File: src/rtl/cmp_lgez_seq.sv
// Chunk-serial less/greater/equal-zero comparator, MSB chunk first with early exit.
// Optional signed compare via `define CMP_LGEZ_SEQ_SIGNED_EN (adds i_signed port).
module cmp_lgez_seq #(
  parameter int p_WIDTH = 16,
  parameter int p_CHUNK = 4
) (
  input  logic               clk,
  input  logic               rst_n,
  input  logic               i_valid,
  output logic               i_ready,
  input  logic [p_WIDTH-1:0] i_x,
  input  logic [p_WIDTH-1:0] i_y,
`ifdef CMP_LGEZ_SEQ_SIGNED_EN
  input  logic               i_signed,
`endif
  output logic               o_valid,
  input  logic               o_ready,
  output logic [1:0]         o_res,
  output logic               o_busy
);

  localparam int NCHUNK = (p_WIDTH + p_CHUNK - 1) / p_CHUNK;
  localparam int EW     = NCHUNK * p_CHUNK;
  localparam int CW     = (NCHUNK > 1) ? $clog2(NCHUNK) : 1;
  localparam logic [CW-1:0] LAST = CW'(NCHUNK - 1);

  localparam logic [1:0] S_IDLE = 2'd0;
  localparam logic [1:0] S_SCAN = 2'd1;
  localparam logic [1:0] S_DONE = 2'd2;

  logic [1:0]    state_q, state_d;
  logic [EW-1:0] x_q, x_d, y_q, y_d;
  logic [EW-1:0] x_ld, y_ld;
  logic          nz_q, nz_d;
  logic [CW-1:0] cnt_q, cnt_d;
  logic [1:0]    res_q, res_d;
  logic [p_CHUNK-1:0] xc, yc, xo;

`ifdef CMP_LGEZ_SEQ_SIGNED_EN
  // m_q marks bits flipped at load (bias + pad) so nz can see the original value
  logic [EW-1:0] m_q, m_d, m_ld;

  always_comb begin
    x_ld = EW'(i_x);
    y_ld = EW'(i_y);
    m_ld = '0;
    if (i_signed) begin
      for (int b = p_WIDTH; b < EW; b++) begin
        x_ld[b] = i_x[p_WIDTH-1];
        y_ld[b] = i_y[p_WIDTH-1];
      end
      for (int b = p_WIDTH - 1; b < EW; b++) m_ld[b] = 1'b1;
      x_ld = x_ld ^ m_ld;
      y_ld = y_ld ^ m_ld;
    end
  end

  assign xo = xc ^ m_q[EW-1 -: p_CHUNK];
`else
  assign x_ld = EW'(i_x);
  assign y_ld = EW'(i_y);
  assign xo   = xc;
`endif

  assign xc = x_q[EW-1 -: p_CHUNK];
  assign yc = y_q[EW-1 -: p_CHUNK];

  always_comb begin
    state_d = state_q;
    x_d     = x_q;
    y_d     = y_q;
    nz_d    = nz_q;
    cnt_d   = cnt_q;
    res_d   = res_q;
`ifdef CMP_LGEZ_SEQ_SIGNED_EN
    m_d     = m_q;
`endif
    case (state_q)
      S_IDLE: if (i_valid) begin
        state_d = S_SCAN;
        x_d     = x_ld;
        y_d     = y_ld;
        nz_d    = 1'b0;
        cnt_d   = '0;
`ifdef CMP_LGEZ_SEQ_SIGNED_EN
        m_d     = m_ld;
`endif
      end
      S_SCAN: begin
        if (xc > yc) begin
          res_d   = 2'b10;
          state_d = S_DONE;
        end else if (xc < yc) begin
          res_d   = 2'b01;
          state_d = S_DONE;
        end else begin
          nz_d = nz_q | (|xo);
          x_d  = x_q << p_CHUNK;
          y_d  = y_q << p_CHUNK;
`ifdef CMP_LGEZ_SEQ_SIGNED_EN
          m_d  = m_q << p_CHUNK;
`endif
          if (cnt_q == LAST) begin
            res_d   = (nz_q | (|xo)) ? 2'b11 : 2'b00;
            state_d = S_DONE;
          end else begin
            cnt_d = cnt_q + 1'b1;
          end
        end
      end
      S_DONE: if (o_ready) state_d = S_IDLE;
      default: state_d = S_IDLE;
    endcase
  end

  always_ff @(posedge clk or negedge rst_n) begin
    if (!rst_n) begin
      state_q <= S_IDLE;
      x_q     <= '0;
      y_q     <= '0;
      nz_q    <= 1'b0;
      cnt_q   <= '0;
      res_q   <= 2'b00;
`ifdef CMP_LGEZ_SEQ_SIGNED_EN
      m_q     <= '0;
`endif
    end else begin
      state_q <= state_d;
      x_q     <= x_d;
      y_q     <= y_d;
      nz_q    <= nz_d;
      cnt_q   <= cnt_d;
      res_q   <= res_d;
`ifdef CMP_LGEZ_SEQ_SIGNED_EN
      m_q     <= m_d;
`endif
    end
  end

  assign i_ready = (state_q == S_IDLE);
  assign o_busy  = (state_q == S_SCAN);
  assign o_valid = (state_q == S_DONE);
  assign o_res   = res_q;

endmodule

File: config.mk
export PLATFORM = sky130hd
export DESIGN_NAME = cmp_lgez_seq
export DESIGN_NICKNAME = d
export VERILOG_FILES = /design/src/rtl/cmp_lgez_seq.sv
export SDC_FILE = /design/constraint.sdc
export NUM_CORES = 1
export LEC_CHECK = 0
export ABC_AREA = 0
export CORE_MARGIN = 5
export CORE_UTILIZATION = 54
export DETAILED_ROUTE_END_ITERATION = 6
export PLACE_DENSITY = 0.95
export SLEW_MARGIN = 20
export SYNTH_ARGS = -nofsm -noshare
export SYNTH_HDL_FRONTEND = slang
export SYNTH_SLANG_ARGS = --single-unit
export TNS_END_PERCENT = 100
File: constraint.sdc
create_clock -name clk -period 4.7 [get_ports clk]
set_clock_uncertainty 0.15 [all_clocks]
set_input_delay 0.94 -clock clk [delete_from_list [all_inputs] [get_ports clk]]
set_output_delay 0.94 -clock clk [all_outputs]
set_load 0.01 [all_outputs]
=== Word level (Yosys, flattened, before mapping) ===
Index checks and enable logic that the tools add are counted.

* Register bits: 39
* Logic and storage cells: 54
* Bits of input ports: 36
* Output and inout port bits: 5

* Add/subtract/negate cells: 1
* Bitwise logic cells: 1
* Mux-type cells: 27
* Magnitude comparators: 2
* Eq/ne operators: 9
* Reductions and logical operators: 8

{| class="wikitable"
|+ Operator list
! kind !! count
|-
| 16-bit two-way mux || 6
|-
| 16-bit one-hot mux with 2 select lines || 2
|-
| 2-bit two-way mux || 13
|-
| 2-bit inequality test (second input constant) || 4
|-
| 2-bit one-hot mux with 3 select lines || 1
|-
| 5-bit AND reduction || 1
|-
| 2-bit equality test (second input constant) || 2
|-
| 4-bit greater-than comparator || 1
|-
| 4-bit less-than comparator || 1
|-
| 4-bit by 1-bit inequality test with 1-bit output (second input constant) || 1
|-
| 2-bit one-hot mux with 2 select lines || 1
|-
| 4-bit AND reduction || 1
|-
| 4-bit OR reduction || 1
|-
| 1-bit two-way mux || 3
|-
| 3-bit AND reduction || 1
|-
| 3-bit nonzero test || 1
|-
| 2-bit by 1-bit adder with 2-bit output (second input constant) || 1
|-
| 2-bit by 1-bit equality test with 1-bit output (second input constant) || 1
|-
| 2-bit zero test || 1
|-
| 2-bit by 1-bit inequality test with 1-bit output (second input constant) || 1
|-
| 1-bit one-hot mux with 2 select lines || 1
|-
| 2-bit AND reduction || 1
|-
| 2-bit nonzero test || 1
|-
| 1-bit OR || 1
|}

=== Depth between registers and ports, before layout ===
* Depth in word-level cells: 6
* Depth in mapped cells: 7
* Gate-level depth less buffers: 6

=== Worst setup path before layout ===
No wires, ideal clock.

* Path kind: flip-flop to flip-flop
* Start: register x_q[15]
* End: register nz_q
* Setup slack: 2.569 ns
* Required time: 4.425 ns
* Cell stages (with the launch flop): 7
* Clock period less this slack: 2.131 ns
* Arrival: 1.856 ns
* Setup time: 0.125 ns
* Buffers on the path: 1
* Cells stage by stage: dfrtp_1 -> ha_1 -> a21oi_2 -> nor3b_4 -> o31ai_4 -> buf_6 -> mux2_4

* Word-level cells in the longest chain between the ends: 5
* Elaborated cells between the ends (all ways): 10
* Classes of those cells: order compare (2); eq/ne (2); mux (3); bitwise (1); reduce/logical (2)

{| class="wikitable"
|+ Ends and longest elaborated chain
! item !! RTL line !! RTL
|-
| from (decl) || 32 || <nowiki>logic [EW-1:0] x_q, x_d, y_q, y_d;</nowiki>
|-
| from (signal assigned) || 119 || <nowiki>x_q <= '0;</nowiki>
|-
| from (signal assigned) || 129 || <nowiki>x_q <= x_d;</nowiki>
|-
| branches (longest 5 deep; another with 4-bit less-than comparator) || n/a ||
|-
| to (signal assigned) || 131 || <nowiki>nz_q <= nz_d;</nowiki>
|-
| to (decl) || 34 || <nowiki>logic nz_q, nz_d;</nowiki>
|}

Several ways; the timed one is not identified. The select of a mux whose other input is x is not followed.
A chain may end at the register's enable or synchronous reset.

=== Worst setup path after layout ===
* Start: register state_q[0]
* End: output o_busy

* Word-level cells in the longest chain between the ends: 1

{| class="wikitable"
|+ Ends and longest elaborated chain
! item !! RTL line !! RTL
|-
| from (decl) || 31 || <nowiki>logic [1:0] state_q, state_d;</nowiki>
|-
| from (signal assigned) || 128 || <nowiki>state_q <= state_d;</nowiki>
|-
| 2-bit by 1-bit equality test with 1-bit output || 141 || <nowiki>assign o_busy = (state_q == S_SCAN);</nowiki>
|-
| to (decl) || 19 || <nowiki>output logic o_busy</nowiki>
|}

No other way between the ends.

==> flow_summary.yaml <==
run_status:
  status: "complete, no violations"
grt:
  grt_pass1_wl_um: 7170
  grt_max_degree: 40
  overflow: 0
  grt_use_total_pct: 17.8
  antenna_found_initial: 0
  grt_pass1_vias: 1527
timing:
  max_freq_mhz: 313
  worst_pin_slew_ps: 858
  min_period_ps: 3200
  rsz0062_at_grt: "false"
  max-slew-margin-rel_pct: 42.8
  setup_tns_ps: 0
  post-route-period-util_pct: 68.1
  setup_viol: 0
  finalHoldViolCount: 0
  drv_slew: 0
synthesis:
  synth_seq_cells: 39
  synthFlopType: "dfrtp_1"
  netlist_top_cells_area: "dfrtp_1 46%, mux2_2 13%, mux2_4 11%"
  syn_inst: 157
  avgSynthCellArea_um2: 13.4
  synth_nets: 198
  synth_top_cell_area_share_pct: 46.3
  async_reset_ff_share_pct: 100
  yosys.area.top_type: "dfrtp_1"
  ys_seq_area_share_pct: 46.3
  synth_enable_flop_cells: 0
  synth_cell_types: 34
  yosys_warnings: 0
  netlist_area_um2: 2110
worst_setup_path:
  r2r_start: "state_q[0]$_DFFE_PN0P_"
  crit_path_start: "state_q[0]$_DFFE_PN0P_"
  cp-start-kind: "flip-flop"
  crit_path_end_kind: "primary output"
  cp.arrival_ps: 2110
  crit_type: "flip-flop to primary output"
  cp_max_fo: 36
  required_ps: 3610
power_and_ir_drop:
  switching_share_pct: 34.7
  internal_power_uw: 1040
  p_seq_share_pct: 37.0
  irDropWorstVdd_v: 0.000274
  powerDensity_nw_per_um2: 608
  clock_power_share_pct: 14.4
  power_switching_uw: 550
  p_total_uw: 1590
  leakagePower_uw: 0.00118
  comb_power_share_pct: 48.6
cells_and_area:
  area_growth_syn_to_layout_pct: 23.7
  fill_cells: 254
  diodes: 0
  multi_input_area_um2: 1050
  seq_area_um2: 976
  fin_nets: 239
  layout-drive-gt1-share_pct: 28.8
drt:
  wl_per_cell_um: 16.9
  drtIter0Drc: 112
  final_antenna_net_count: 0
  vias: 1352
  routedLengthMet1_um: 1820
  drt-total-wl_um: 4170
  drc: 0
  via_per_inst: 5.50
  first_pass_iters: 4
  top_layer: "met4"
  wl_met3_um: 215
  wl_met2_um: 2050
job:
  maxCapViolations: 0
die:
  num_io_pins: 41
  die_height_um: 72.5
  die-area_um2: 5250
  die_x_um: 72.5
  core_area_um2: 3720
  start_util_pct: 56.7
  rows: 22
clock_network:
  htreeDepth: 2
  clk_latency_ps: 300
  cts_setup_buffers: 0
  cts_buffers: 5
  clockRootBuffer: "clkbuf_8"
  cts.sinks: 39
  cts_resized: 0
  cts.path.max_buffers: 2
  cts_tree: "built"
  postCtsHoldBufs: 0
  clk_pin_slew_ps: 70
place:
  globalplace.congestion: 0.779
  port_buffers: 40
  dpl.hpwl_um: 2930
hold_path:
  hp-start: "x_q[2]$_DFFE_PN0P_"
  hold_path_class: "flip-flop to flip-flop"
## through the flow
stage | hold WS [ps] | instances | util, % | setup slack, ps | area [um^2]
floorplan | 294 | 157 | - | 2570 | 2110
CTS | 326 | 246 | 70.2 | 1480 | 2610
global route | 338 | 246 | 70.2 | 1380 | 2610
global placement | 303 | 239 | 67.8 | 1820 | 2520
detailed placement | 310 | 239 | 67.8 | 1760 | 2520
finish | 325 | 246 | 70.2 | 1500 | 2610
## power groups by stage
stage | logic, uW | registers, uW | clock network [uW]
finish | 771 | 587 | 229
global route | 842 | 601 | 246
CTS | 777 | 584 | 234
detailed placement | 770 | 585 | 0
global placement | 732 | 574 | 0
floorplan | 622 | 557 | 0
## critical path, cell delays in order, from the launching register on
cell	delay [ps]
dfrtp_1	320
buf_4	370
nand2b_1	360
inv_1	200
clkdlybuf4s50_1	550
## cell families (layout without fill, tap and decap cells)
family | count (synthesis) | count (layout) | share of synthesized area (%)
AND/OR/NAND/NOR | 26 | 26 | 8.25
AO/OA/AOI/OAI | 21 | 21 | 9.02
adder cells (fa/ha/maj) | 5 | 5 | 2.97
flip-flops | 39 | 39 | 46.3
multiplexers | 51 | 51 | 29.5
buffers and inverters | 15 | 56 | 3.98
## cell type report
class	count	area share (%)
inverter	7	1.01
clock inverter	1	0.192
sequential	39	37.4
clock buffer	6	3.17
tap	48	2.30
multi-input combinational	103	40.2
timing repair buffer	42	15.7
## worst paths after layout
kind / cells after the start / to / slack, ps
max: 4 / o_busy / 1500
min: 1 / x_q[2]$_DFFE_PN0P_ / 330
max reg2reg: 5 / y_q[8]$_DFFE_PN0P_ / 2240
min reg2reg: 1 / x_q[2]$_DFFE_PN0P_ / 330
max in group asynchronous: 1 / x_q[6]$_DFFE_PN0P_ / 3260
min in group asynchronous: 1 / cnt_q[0]$_DFFE_PN0P_ / 600
## sequential cells by signal, indices dropped and copies added (netlist names)
signal   flops
nz_q         1
o_res        2
y_q         16
x_q         16
state_q      2
cnt_q        2
## routing by layer
metal | vias up | GRT usage (%)
li1 | 644 | -
met1 | 662 | 22.2
met2 | 38 | 29.7
met3 | 8 | 4.02
met4 | 0 | 7.58
met5 | - | 0
## cells in the mapped netlist (2+ instances only)
cell / count
nor2_1: 4
ha_1: 5
nand2b_1: 2
a21o_1: 9
mux2_4: 16
mux2_2: 25
clkbuf_1: 2
nor2b_1: 2
buf_6: 3
mux2i_1: 10
o21ai_0: 2
nand2_1: 4
nor3b_1: 8
inv_1: 7
dfrtp_1: 39
## cells in the final DEF, fill, tap and decap left out, types with 4 or more instances in the layout
cell type / n
nand2_1: 4
mux2_4: 16
mux2i_1: 10
clkdlybuf4s50_1: 39
clkbuf_8: 6
dfrtp_1: 39
nor3b_1: 8
inv_1: 7
nor2_1: 4
ha_1: 5
a21o_1: 9
mux2_2: 25
No activity file was read; power rests on OpenSTA's default activity.
